[config.mk]
export PLATFORM = sky130hd
export DESIGN_NAME = sbio_tx_arbiter
export DESIGN_NICKNAME = d
export VERILOG_FILES = /design/src/rtl/sbio_pkg.sv /design/src/rtl/sbio_grant_select.sv /design/src/rtl/sbio_tx_arbiter.sv
export SDC_FILE = /design/constraint.sdc
export NUM_CORES = 1
export LEC_CHECK = 0
export ABC_CLOCK_PERIOD_IN_PS = 3200
export BUFFER_PORTS_ARGS = -buffer_cell sky130_fd_sc_hd__buf_4
export CORE_MARGIN = 2
export CORE_UTILIZATION = 50
export CTS_BUF_LIST = sky130_fd_sc_hd__clkbuf_16
export CTS_CLUSTER_DIAMETER = 30
export DETAILED_ROUTE_END_ITERATION = 7
export PLACE_DENSITY = 0.81
export SLEW_MARGIN = 10
export SYNTH_ARGS = -nofsm -noshare
export SYNTH_HDL_FRONTEND = slang
export SYNTH_SLANG_ARGS = --single-unit
[constraint.sdc]
create_clock -name clk -period 3.2 [get_ports clk]
set_input_delay 0.32 -clock clk [delete_from_list [all_inputs] [get_ports clk]]
set_output_delay 0.32 -clock clk [all_outputs]
set_load 0.01 [all_outputs]
[src/rtl/sbio_pkg.sv]
// Shared definitions for the serial-bus I/O transmit path: header codes,
// receiver start-bit symbols, transmitter state encoding and source index type.
package sbio_pkg;

    // Header codes sent in the HEADER cycle; also used as source indices
    localparam logic [1:0] TX_SOURCE_SCAN = 2'd0;
    localparam logic [1:0] TX_SOURCE_OUT  = 2'd1;
    localparam logic [1:0] TX_SOURCE_READ = 2'd2;

    // Start-bit symbols recognised by the receiving side
    localparam logic [1:0] RX_SB_SCAN  = 2'b01;
    localparam logic [1:0] RX_SB_READ  = 2'b10;
    localparam logic [1:0] RX_SB_WRITE = 2'b11;

    // Symbol driven on the pins during the START cycle
    localparam logic [1:0] TX_START_SYMBOL = 2'b01;

    localparam int NUM_SOURCES = 3;

    typedef enum logic [1:0] {
        IDLE,
        START,
        HEADER,
        PAYLOAD
    } tx_state_e;

    typedef logic [1:0] src_idx_t;

endpackage

[src/rtl/sbio_grant_select.sv]
// Combinational source selector for the serial-bus transmitter.
// Vectors are indexed by header code (bit0 scan, bit1 out, bit2 read).
// Default: fixed priority out > read > scan.
// With SBIO_TX_ROUND_ROBIN_EN defined: round-robin starting after last_grant.
module sbio_grant_select
    import sbio_pkg::*;
(
    input  logic [2:0] valid,
    input  logic [2:0] eligible,
`ifdef SBIO_TX_ROUND_ROBIN_EN
    input  src_idx_t   last_grant,
`endif
    output logic [2:0] grant,
    output src_idx_t   header
);

    logic [2:0] req;

    assign req = valid & eligible;

`ifdef SBIO_TX_ROUND_ROBIN_EN
    logic found;
    int   cand;

    // Search the sources in cyclic order beginning just after the last grant
    always_comb begin
        grant  = '0;
        header = TX_SOURCE_SCAN;
        found  = 1'b0;
        cand   = 0;
        for (int k = 1; k <= NUM_SOURCES; k++) begin
            cand = (int'(last_grant) + k) % NUM_SOURCES;
            if (!found && req[cand[1:0]]) begin
                grant[cand[1:0]] = 1'b1;
                header           = src_idx_t'(cand[1:0]);
                found            = 1'b1;
            end
        end
    end
`else
    // Fixed priority: sample output first, then read, then scan
    always_comb begin
        grant  = '0;
        header = TX_SOURCE_SCAN;
        if (req[TX_SOURCE_OUT]) begin
            grant[TX_SOURCE_OUT] = 1'b1;
            header               = TX_SOURCE_OUT;
        end else if (req[TX_SOURCE_READ]) begin
            grant[TX_SOURCE_READ] = 1'b1;
            header                = TX_SOURCE_READ;
        end else if (req[TX_SOURCE_SCAN]) begin
            grant[TX_SOURCE_SCAN] = 1'b1;
            header                = TX_SOURCE_SCAN;
        end
    end
`endif

endmodule

[src/rtl/sbio_tx_arbiter.sv]
// Serial-bus transmitter: arbitrates scan-out, read requests and sample
// output, and frames each accepted word as START + HEADER + payload cycles.
// Scan and read messages consume a response credit returned by rsp_done.
// Optional macro SBIO_TX_ROUND_ROBIN_EN selects round-robin arbitration.
module sbio_tx_arbiter
    import sbio_pkg::*;
#(
    parameter  int IO_BITS         = 2,
    parameter  int PAYLOAD_CYCLES  = 8,
    parameter  int MAX_OUTSTANDING = 2,
    localparam int WORD_SIZE       = PAYLOAD_CYCLES * IO_BITS,
    localparam int CNT_W           = $clog2(MAX_OUTSTANDING + 1)
) (
    input  logic                 clk,
    input  logic                 reset,
    input  logic                 scan_valid,
    input  logic [WORD_SIZE-1:0] scan_data,
    output logic                 scan_ready,
    input  logic                 read_valid,
    input  logic [WORD_SIZE-1:0] read_data,
    output logic                 read_ready,
    input  logic                 out_valid,
    input  logic [WORD_SIZE-1:0] out_data,
    output logic                 out_ready,
    input  logic                 rsp_done,
    output logic [IO_BITS-1:0]   tx_pins,
    output logic                 busy,
    output logic [CNT_W-1:0]     outstanding,
    output logic                 credit_error
);

    localparam int              PCW       = (PAYLOAD_CYCLES > 1) ? $clog2(PAYLOAD_CYCLES) : 1;
    localparam logic [PCW-1:0]  LAST_BEAT = PCW'(PAYLOAD_CYCLES - 1);

    tx_state_e              state;
    tx_state_e              state_next;
    logic [PCW-1:0]         beat;
    logic [WORD_SIZE-1:0]   shift_reg;
    logic [IO_BITS-1:0]     header_reg;
    logic [WORD_SIZE-1:0]   grant_data;
    logic [2:0]             valid_vec;
    logic [2:0]             eligible_vec;
    logic [2:0]             sel_grant;
    logic [2:0]             grant;
    src_idx_t               sel_header;
    logic                   grant_point;
    logic                   any_grant;
    logic                   credit_ok;
    logic                   credit_take;

`ifdef SBIO_TX_ROUND_ROBIN_EN
    src_idx_t               last_grant;
`endif

    assign credit_ok   = (outstanding < CNT_W'(MAX_OUTSTANDING));
    // Grants happen only in IDLE or in the final payload beat (back-to-back)
    assign grant_point = !reset &&
                         ((state == IDLE) || ((state == PAYLOAD) && (beat == LAST_BEAT)));
    assign grant       = grant_point ? sel_grant : 3'b000;
    assign any_grant   = |grant;
    assign credit_take = grant[TX_SOURCE_SCAN] | grant[TX_SOURCE_READ];

    assign scan_ready  = grant[TX_SOURCE_SCAN];
    assign read_ready  = grant[TX_SOURCE_READ];
    assign out_ready   = grant[TX_SOURCE_OUT];
    assign busy        = (state != IDLE);

    // Build request and eligibility vectors indexed by header code
    always_comb begin
        valid_vec                    = '0;
        eligible_vec                 = '0;
        valid_vec[TX_SOURCE_SCAN]    = scan_valid;
        valid_vec[TX_SOURCE_OUT]     = out_valid;
        valid_vec[TX_SOURCE_READ]    = read_valid;
        eligible_vec[TX_SOURCE_SCAN] = credit_ok;
        eligible_vec[TX_SOURCE_OUT]  = 1'b1;
        eligible_vec[TX_SOURCE_READ] = credit_ok;
    end

    sbio_grant_select u_grant_select (
        .valid      (valid_vec),
        .eligible   (eligible_vec),
`ifdef SBIO_TX_ROUND_ROBIN_EN
        .last_grant (last_grant),
`endif
        .grant      (sel_grant),
        .header     (sel_header)
    );

`ifdef SBIO_TX_ROUND_ROBIN_EN
    // Remember the most recently granted source for the round-robin search
    always_ff @(posedge clk) begin
        if (reset) begin
            last_grant <= TX_SOURCE_SCAN;
        end else if (any_grant) begin
            last_grant <= sel_header;
        end
    end
`endif

    // Select the word belonging to the granted source
    always_comb begin
        grant_data = scan_data;
        if (grant[TX_SOURCE_OUT]) begin
            grant_data = out_data;
        end else if (grant[TX_SOURCE_READ]) begin
            grant_data = read_data;
        end
    end

    // State register
    always_ff @(posedge clk) begin
        if (reset) begin
            state <= IDLE;
        end else begin
            state <= state_next;
        end
    end

    // Next-state logic: one START, one HEADER, then PAYLOAD_CYCLES beats
    always_comb begin
        state_next = state;
        case (state)
            IDLE:    if (any_grant) state_next = START;
            START:   state_next = HEADER;
            HEADER:  state_next = PAYLOAD;
            PAYLOAD: if (beat == LAST_BEAT) state_next = any_grant ? START : IDLE;
            default: state_next = IDLE;
        endcase
    end

    // Payload beat counter, cleared in HEADER and advanced through PAYLOAD
    always_ff @(posedge clk) begin
        if (reset) begin
            beat <= '0;
        end else if (state == HEADER) begin
            beat <= '0;
        end else if (state == PAYLOAD) begin
            beat <= beat + PCW'(1);
        end
    end

    // Capture word and header on grant; shift LSB-first during payload
    always_ff @(posedge clk) begin
        if (any_grant) begin
            shift_reg  <= grant_data;
            header_reg <= IO_BITS'(sel_header);
        end else if (state == PAYLOAD) begin
            shift_reg  <= shift_reg >> IO_BITS;
        end
    end

    // Response credit tracking; a response with nothing outstanding is sticky-flagged
    always_ff @(posedge clk) begin
        if (reset) begin
            outstanding  <= '0;
            credit_error <= 1'b0;
        end else if (credit_take && !rsp_done) begin
            outstanding <= outstanding + CNT_W'(1);
        end else if (rsp_done && !credit_take) begin
            if (outstanding == '0) begin
                credit_error <= 1'b1;
            end else begin
                outstanding <= outstanding - CNT_W'(1);
            end
        end
    end

    // Pin driver decoded from the registered state
    always_comb begin
        tx_pins = '0;
        case (state)
            IDLE:    tx_pins = '0;
            START:   tx_pins = IO_BITS'(TX_START_SYMBOL);
            HEADER:  tx_pins = header_reg;
            PAYLOAD: tx_pins = shift_reg[IO_BITS-1:0];
            default: tx_pins = '0;
        endcase
    end

endmodule

==> results.sh, run 1 <==
export IMPL_status="finished, final reports clean"
export IMPL_globalplace_congestion=0.876
export IMPL_die_area_mm2=0.00378
export IMPL_setup_tns_ns=0
export IMPL_cp_max_fo=9
export IMPL_p_leak_nw=0.926
export IMPL_postCtsHoldBufs=0
export IMPL_grt_max_degree=23
export IMPL_layout_drive_gt1_share=0.396
export IMPL_portBuffers=62
export IMPL_maxCapViolations=0
export IMPL_via_per_inst=5.61
export IMPL_drt_wl_total_mm=4.03
export IMPL_ant_nets=0
export IMPL_rsz0062_at_grt="false"
export IMPL_clockRootBuffer="clkbuf_16"
export IMPL_post_route_min_period_ns=2.43
export IMPL_final_hold_viol_count=0
export IMPL_crit_type="register to register"
export IMPL_h_tree_depth=1
export IMPL_synth_distinct_cells=34
export IMPL_grt_busiest_layer="met2"
export IMPL_ir_worst_vdd_mv=0.370
export IMPL_clock_fmax_ghz=0.412
export IMPL_finalWorstSetupSlack_ns=0.772
export IMPL_critPathCaptureType="register"
export IMPL_grt_ovfl_total=0
export IMPL_crit_chain="ha_1, a21oi_2, or2_1, nor4_1, ha_1, nor3b_1, o21ai_0, a21oi_1"
export IMPL_fin_crit_sh=0.759
export IMPL_area_growth_pct=32.8
export IMPL_grt_first_pass_wirelength_mm=6.35
export IMPL_ios=63
export IMPL_routedWlPerCell_um=16.1
export IMPL_drt_iter0_drc=95
export IMPL_cpMostUsedCell="ha_1"
export IMPL_largest_register_ffs=16
export IMPL_ys_seq_area_frac=0.424
export IMPL_worst_setup_path_start_kind="register"
export IMPL_coreArea_mm2=0.00310
export IMPL_hpwl_mm=2.91
export IMPL_timing_critical_path_buf_inv=0
export IMPL_slew_viol_final=0
export IMPL_relSlewSlack=0.438
export IMPL_die_x_um=61.5
export IMPL_post_cts_resized=0
export IMPL_cts_setup_buffers=0
export IMPL_fillers=255
export IMPL_worstMarginPinSlew_ns=0.840
export IMPL_yosys_warnings=0
export IMPL_numCtsBuffers=3
export IMPL_netlist_area_mm2=0.00165
export IMPL_hp_class="primary input to register"
export IMPL_use_met3=0.0210
export IMPL_diodes=0
export IMPL_clk_pin_slew_ns=0.06
export IMPL_synth_cells=150
export IMPL_cts_sink_count=26
export IMPL_p_per_area_mw_per_mm2=689
export IMPL_setup_viol=0
export IMPL_grt_util_met1=0.311
export IMPL_crit_arrival_ns=2.62
export IMPL_die_h_um=61.5
export IMPL_vias=1407
export IMPL_synth_seq_cells=26
export IMPL_slowest_stage="dfxtp_1"
export IMPL_rows=20
export IMPL_slowest_delay_ns=0.43
export IMPL_instances_no_fill=251
export IMPL_cts_buffer_depth=2
export IMPL_first_pass_iters=4
export IMPL_nets=270
export IMPL_postSynthNetCount=212
export IMPL_required_ns=3.40
export IMPL_first_global_vias=1354
export IMPL_worstSkewPairLatency_ns=0.26
export IMPL_pre_cts_ws_ns=0.848
export IMPL_grtUsageMet2=0.392
export IMPL_initial_core_util=0.533
export IMPL_drc=0
export IMPL_cp_top_family="simple AND/OR/NAND/NOR gates"
export IMPL_grtUsageTotal=0.233
export IMPL_dpl_cell_count=247
export IMPL_fin_skew_ns=0.00167
export IMPL_cts_tree="built"
export IMPL_antenna_found_initial=0
export IMPL_avgSynthCellArea_um2=11.0
-- final cells by class --
class	instances	area, um2	area share
clock buffer	3	75.1	0.0342
clock inverter	1	30.0	0.0137
inverter	8	30.0	0.0137
multi-input combinational	105	825	0.375
sequential	26	701	0.319
tap	44	55.1	0.0251
timing repair buffer	64	480	0.219
-- cells in the mapped netlist, drive strengths merged --
cell type | n | area [um2]
a21oi | 22 | 121
or2 | 1 | 6.26
a22o | 14 | 123
dfxtp | 8 | 160
ha | 8 | 100
mux2i | 3 | 30.0
nor3 | 3 | 15.0
nor4 | 1 | 6.26
clkbuf | 1 | 3.75
o21bai | 1 | 7.51
edfxtp | 18 | 541
xnor2 | 1 | 8.76
mux2 | 2 | 22.5
o21ai | 3 | 15.0
nand3 | 1 | 5.00
nor2b | 5 | 31.3
nor4b | 1 | 23.8
nor2 | 10 | 37.5
buf | 10 | 95.1
inv | 8 | 30.0
nor3b | 2 | 26.3
a22oi | 1 | 7.51
a211oi | 2 | 15.0
nand2b | 2 | 12.5
o2bb2ai | 14 | 166
nand2 | 5 | 18.8
a21o | 1 | 7.51
a221oi | 2 | 17.5
-- through the flow --
step,total power [mW],instance area [um2],hold WS [ns],util
2_1_floorplan,0.991,1650,0.419,-
4_1_cts,1.52,2200,0.289,0.708
6_report,1.51,2200,0.293,0.708
3_5_place_dp,1.15,2090,0.466,0.674
5_1_grt,1.60,2200,0.310,0.708
3_3_place_gp,1.12,2090,0.469,0.674
-- final timing paths --
| kind | from | slack, ns | endpoint | cells past startpoint |
|---|---|---|---|---|
| setup / recovery | state[1] | 0.77 | outstanding[1] | 8 |
| hold reg to reg | credit_error | 0.53 | credit_error | 2 |
| setup reg to reg | state[1] | 0.77 | outstanding[1] | 8 |
| hold / removal | reset | 0.29 | outstanding[1] | 2 |
-- layout by cell type, fill, tap and decap left out --
cell type,synthesis,final
nor4_1,1,1
o21ai_0,3,3
nor3b_4,1,1
o2bb2ai_1,7,7
ha_1,8,8
inv_1,8,8
a221oi_1,2,2
nand2_1,5,5
a21o_1,1,1
edfxtp_1,18,18
a21oi_1,19,19
o21bai_1,1,1
bufinv_16,0,1
nor4b_4,1,1
a22o_1,14,14
nor3b_1,1,1
o2bb2ai_2,7,7
nor2_1,10,10
xnor2_1,1,1
nor3_1,3,3
nor2b_1,5,5
mux2i_1,3,3
clkbuf_16,0,3
buf_4,2,64
nand3_1,1,1
a21oi_2,3,3
a22oi_1,1,1
mux2_2,2,2
nand2b_1,2,2
or2_1,1,1
dfxtp_1,8,8
a211oi_1,2,2
-- where the power goes --
part / total, mW / switching, mW / leakage, nW / internal (mW)
logic: 0.576 / 0.308 / 0.637 / 0.268
registers: 0.574 / 0.0557 / 0.238 / 0.519
clock network: 0.363 / 0.114 / 0.0511 / 0.249
-- per-layer routing --
layer,up-vias,part of all wire
li1,685,-
met1,656,0.42
met2,61,0.50
met3,5,0.061
met4,0,0.016
met5,-,0
-- logic make-up after synthesis --
| logic type | synth area share |
|---|---|
| buffers and inverters | 0.0779 |
| AO/OA/AOI/OAI | 0.290 |
| flip-flops | 0.424 |
| adder cells (fa/ha/maj) | 0.0605 |
| AND/OR/NAND/NOR | 0.110 |
| multiplexers | 0.0318 |
| XOR/XNOR | 0.00530 |
Power figures use the tool's default switching activity.
==> run 2: changes to the inputs <==
ABC_AREA = 1   (was default)
ABC_CLOCK_PERIOD_IN_PS = 2140   (was 3200)
CORE_UTILIZATION = 44   (was 50)
PLACE_DENSITY = 0.76   (was 0.81)
clock period = 2.14 ns   (was 3.2 ns; I/O delays follow)
==> results.sh, run 2 <==
export IMPL_status="finished, final reports clean"
export IMPL_synthMuxAreaShare=0
export IMPL_reg2reg_to="outstanding[1]"
export IMPL_synth_compound_area_frac=0.159
export IMPL_die_x_um=65.8
export IMPL_final_core_utilization=0.632
export IMPL_netlist_area_mm2=0.00168
export IMPL_cp_top_family="adder cells"
export IMPL_cp_depth=14
export IMPL_rrSetupSlack_ns=0.06
export IMPL_h_tree_depth=1
export IMPL_clock_fmax_ghz=0.481
export IMPL_post_route_cell_area_mm2=0.00231
export IMPL_pre_cts_ws_ns=0.0558
export IMPL_die_area_mm2=0.00433
export IMPL_rows=22
export IMPL_slew_viol_final=0
export IMPL_grt_first_pass_wirelength_mm=6.84
export IMPL_relSlewSlack=0.791
export IMPL_synthArstFlopShare=0
export IMPL_slowest_stage="dfxtp_2"
export IMPL_synth_top_family_by_area="simple AND/OR/NAND/NOR gates"
export IMPL_layout_drive_gt1_share=0.350
export IMPL_numCtsBuffers=3
export IMPL_synth_common_cells="nand2_1 (79), nor2_1 (20), edfxtp_1 (18)"
export IMPL_yosys_warnings=0
export IMPL_ir_worst_vdd_mv=0.560
export IMPL_yosysMostFrequentCell="nand2_1"
export IMPL_setup_viol=0
export IMPL_synthXorXnorAreaFrac=0.0104
export IMPL_final_hold_viol_count=0
export IMPL_fin_crit_sh=0.972
export IMPL_antenna_found_initial=0
export IMPL_worst_setup_path_start_kind="register"
export IMPL_hpwl_mm=3.01
export IMPL_coreArea_mm2=0.00366
export IMPL_synth_edff_count=18
export IMPL_ys_flop_type="edfxtp_1"
export IMPL_die_h_um=65.8
export IMPL_drc=0
export IMPL_reg2reg_depth=14
export IMPL_slowest_delay_ns=0.33
export IMPL_synth_cells=217
export IMPL_crit_type="register to register"
export IMPL_timing_critical_path_buf_inv=4
export IMPL_drt_wl_total_mm=4.04
export IMPL_nets=349
export IMPL_critPathCaptureType="register"
export IMPL_finalWorstSetupSlack_ns=0.0594
export IMPL_p_per_area_mw_per_mm2=977
export IMPL_cts_buffer_depth=2
export IMPL_cp_max_fo=3
export IMPL_p_leak_nw=1.11
export IMPL_crit_chain="ha_1, ha_2, nand2_2, nand2_2, nand2_4, inv_4, nand2_1, inv_1, nor2_2, inv_1, ha_1, inv_2, nand2_1, a221oi_2"
export IMPL_clk_pin_slew_ns=0.06
export IMPL_rr_startpoint="beat[0]"
export IMPL_grtUsageTotal=0.204
export IMPL_largest_register_ffs=16
export IMPL_ant_nets=0
export IMPL_cp_startpoint="beat[0]"
export IMPL_post_route_min_period_ns=2.08
export IMPL_portBuffers=62
export IMPL_hp_class="primary input to register"
export IMPL_synthAdderAreaFrac=0.0596
export IMPL_final_common_cell="nand2_1"
export IMPL_worstSkewPairLatency_ns=0.26
export IMPL_area_growth_pct=37.8
export IMPL_drt_iter0_drc=61
export IMPL_synth_seq_cells=26
export IMPL_dpl_cell_area_mm2=0.00221
export IMPL_ios=63
export IMPL_globalplace_congestion=0.791
export IMPL_grt_max_degree=19
export IMPL_vias=1611
export IMPL_via_per_inst=4.82
export IMPL_cts_tree="built"
export IMPL_synth_distinct_cells=28
export IMPL_postSynthNetCount=279
export IMPL_clockRootBuffer="clkbuf_16"
export IMPL_endpoint="outstanding[1]"
export IMPL_cts_sink_count=26
export IMPL_first_global_vias=1619
export IMPL_synth_top_area_share=0.322
export IMPL_initial_core_util=0.459
export IMPL_postCtsHoldBufs=0
export IMPL_grt_ovfl_total=0
export IMPL_synth_top_area_cell="edfxtp_1"
export IMPL_maxCapViolations=0
export IMPL_required_ns=2.31
export IMPL_routedWlPerCell_um=12.1
export IMPL_ys_seq_area_frac=0.417
export IMPL_synth_simple_area_share=0.272
export IMPL_diodes=0
export IMPL_first_pass_iters=4
export IMPL_synthTopCellsByArea="edfxtp_1 (32%), nand2_1 (18%), dfxtp_1 (9.5%)"
export IMPL_worstMarginPinSlew_ns=0.313
export IMPL_fin_skew_ns=0.00175
export IMPL_crit_arrival_ns=2.25
export IMPL_avgSynthCellArea_um2=7.74
export IMPL_final_cell_mix="nand2_1 (79), buf_4 (72), nor2_1 (19), edfxtp_1 (18), o21ai_1 (17)"
==> run 2: logic make-up (layout without fill, tap and decap cells) <==
logic type | count (synthesis) | after routing
compound gates | 46 | 46
xor+xnor | 2 | 2
fa+ha+maj | 8 | 8
buf+inv | 25 | 94
flops | 26 | 26
simple gates | 110 | 110
==> run 2: worst reg2reg max path: stages, from the launching register on <==
cell and delay (ns):
dfxtp_2 0.33, ha_1 0.20, ha_2 0.18, nand2_2 0.06, nand2_2 0.05, nand2_4 0.10, inv_4 0.05, nand2_1 0.07
inv_1 0.06, nor2_2 0.13, inv_1 0.05, ha_1 0.27, inv_2 0.08, nand2_1 0.09, a221oi_2 0.27
==> run 2: repair_timing <==
action	4_1_cts	5_1_grt
setup buffers	0	1
gates resized for setup	0	8
hold endpoints to repair	0	0
setup endpoints to repair	0	2
==> run 2: how the worst min path moves through the flow <==
stage               startpoint        to  slack, ns  cells past startpoint
floorplan                reset  state[0]       0.28                      1
global placement         reset  state[1]       0.43                      2
detailed placement       reset  state[0]       0.44                      2
CTS                      reset  state[0]       0.16                      2
global route             reset  state[1]       0.17                      2
finish                   reset  state[0]       0.17                      2
==> run 2: layout make-up <==
type | instances | area [um2]
clock buffer | 3 | 75.1
tap | 48 | 60.1
clock inverter | 1 | 3.75
fill | 340 | 1350
sequential | 26 | 707
multi-input combinational | 166 | 852
inverter | 18 | 75.1
timing repair buffer | 72 | 541
==> run 2: metal layers <==
metal	vias to the layer above	global-route usage	routed length, um
li1	849	-	-
met1	703	0.249	1820
met2	54	0.366	1910
met3	5	0.0426	267
met4	0	0.0469	38
met5	-	0	0
==> run 2: power breakdown <==
| group | switching (mW) | total, mW | leakage, nW | internal (mW) |
|---|---|---|---|---|
| Clock | 0.164 | 0.414 | 0.0385 | 0.250 |
| Sequential | 0.0532 | 0.826 | 0.240 | 0.773 |
| Combinational | 0.591 | 1.02 | 0.831 | 0.428 |
==> run 2: per-stage QoR <==
step | setup TNS [ns] | power (mW) | hold WS [ns] | cells
detailed placement | 0 | 1.84 | 0.439 | 329
floorplan | 0 | 1.50 | 0.283 | 217
finish | 0 | 2.26 | 0.168 | 334
global route | -0.0840 | 2.45 | 0.173 | 334
CTS | 0 | 2.26 | 0.162 | 333
global placement | 0 | 1.81 | 0.434 | 329
==> run 3: changes to the inputs <==
ABC_CLOCK_PERIOD_IN_PS = 2500   (was 2140)
CORE_UTILIZATION = 50   (was 44)
PLACE_DENSITY = 0.87   (was 0.76)
clock period = 2.5 ns   (was 2.14 ns; I/O delays follow)
==> results.sh, run 3 (synthesis gave the netlist of run 2 again) <==
export IMPL_fin_crit_sh=0.882
export IMPL_area_growth_pct=35.9
export IMPL_dpl_cell_count=323
export IMPL_finalWorstSetupSlack_ns=0.294
export IMPL_setup_viol=0
export IMPL_ant_nets=0
export IMPL_drc=0
export IMPL_ir_worst_vdd_mv=0.387
export IMPL_required_ns=2.67
export IMPL_layout_drive_gt1_share=0.313
export IMPL_crit_arrival_ns=2.37
export IMPL_final_common_cell="nand2_1"
export IMPL_fillers=260
export IMPL_antenna_found_initial=0
export IMPL_clk_pin_slew_ns=0.06
export IMPL_die_area_mm2=0.00384
export IMPL_die_h_um=62.0
export IMPL_p_leak_nw=1.10
export IMPL_post_cts_resized=0
export IMPL_worstSkewPairLatency_ns=0.26
export IMPL_drt_iter0_drc=48
export IMPL_critPathCaptureType="register"
export IMPL_maxCapViolations=0
export IMPL_grt_max_degree=20
export IMPL_fin_skew_ns=0.00415
export IMPL_grt_first_pass_wirelength_mm=6.47
export IMPL_diodes=0
export IMPL_cts_setup_buffers=0
export IMPL_cts_sink_count=26
export IMPL_numCtsBuffers=3
export IMPL_initial_core_util=0.511
export IMPL_first_global_vias=1556
export IMPL_clock_fmax_ghz=0.453
export IMPL_vias=1613
export IMPL_largest_register_ffs=16
export IMPL_postCtsHoldBufs=0
export IMPL_setup_tns_ns=0
export IMPL_route_met3_wl_um=241
export IMPL_final_hold_viol_count=0
export IMPL_coreArea_mm2=0.00328
export IMPL_ios=63
export IMPL_instances_no_fill=327
export IMPL_rows=21
export IMPL_pre_cts_ws_ns=0.308
export IMPL_clockRootBuffer="clkbuf_16"
export IMPL_p_total_mw=2.01
export IMPL_post_route_min_period_ns=2.21
export IMPL_status="finished, final reports clean"
export IMPL_worst_setup_path_start_kind="register"
export IMPL_nets=344
export IMPL_portBuffers=62
export IMPL_worstMarginPinSlew_ns=0.301
export IMPL_p_per_area_mw_per_mm2=879
export IMPL_slew_viol_final=0
export IMPL_first_pass_iters=4
export IMPL_relSlewSlack=0.799
export IMPL_wl_met1_mm=1.59
export IMPL_grtUsageTotal=0.229
export IMPL_cp_max_fo=18
export IMPL_die_x_um=62.0
export IMPL_final_core_utilization=0.695
export IMPL_globalplace_congestion=0.801
export IMPL_hpwl_mm=2.97
export IMPL_crit_type="register to register"
export IMPL_routedWlPerCell_um=12.2
export IMPL_drt_wl_total_mm=4.00
export IMPL_rsz0062_at_grt="false"
export IMPL_grt_ovfl_total=0
export IMPL_final_cell_mix="nand2_1 (79), buf_4 (67), nor2_1 (20), edfxtp_1 (18), o21ai_1 (17)"
export IMPL_cts_buffer_depth=2
export IMPL_wl_met2_mm=2.09
export IMPL_h_tree_depth=1
export IMPL_routed_top_layer="met4"
export IMPL_via_per_inst=4.93
export IMPL_hp_class="primary input to register"
export IMPL_cts_tree="built"
-- run 3: cell count changes in the layout (fill, tap and decap cells not counted), sizes merged --
cell,previous run,this run
clkinv,1,0
buf,72,67
bufinv,0,1
-- run 3: layout make-up --
class                   instances  area, um2  area share
repair buffers                 67        503       0.220
inverters                      18       75.1      0.0329
clock buffers                   3       75.1      0.0329
multi-input cells             166        841       0.368
clock inverters                 1       30.0      0.0132
flip-flops and latches         26        701       0.307
well taps                      46       57.6      0.0252
-- run 3: critical path, cell delays in order, from the launching register on --
cell,delay [ns]
dfxtp_1,0.39
inv_1,0.12
ha_1,0.22
inv_1,0.09
nand2_2,0.07
nand2_4,0.10
inv_4,0.05
nand2_4,0.08
inv_6,0.07
nor2_1,0.16
inv_1,0.06
ha_1,0.26
inv_1,0.09
nand2_1,0.07
a221oi_1,0.27
-- run 3: report_power, final --
group	internal, mW	leakage [nW]	switching (mW)
Combinational	0.338	0.811	0.496
Clock	0.319	0.0511	0.148
Sequential	0.655	0.239	0.0501
Total	1.31	1.10	0.695
-- run 3: layer usage --
layer / vias to the layer above / GRT usage
li1: 837 / -
met1: 705 / 0.268
met2: 58 / 0.421
met3: 13 / 0.0373
met4: 0 / 0.0760
met5: - / 0
-- run 3: metrics by stage --
step           cell area, um2  hold WS (ns)
5_1_grt                  2280         0.211
6_report                 2280         0.205
3_5_place_dp             2180         0.464
3_3_place_gp             2180         0.453
4_1_cts                  2280         0.203
2_1_floorplan            1680         0.319
-- run 3: path summary, 6_finish.rpt --
kind                                    from        endpoint  slack, ns  cells past startpoint
worst max-delay path                state[1]  outstanding[1]       0.29                     14
worst min-delay path                   reset    credit_error       0.20                      2
worst max register to register      state[1]  outstanding[1]       0.29                     14
worst min register to register  credit_error    credit_error       0.48                      2
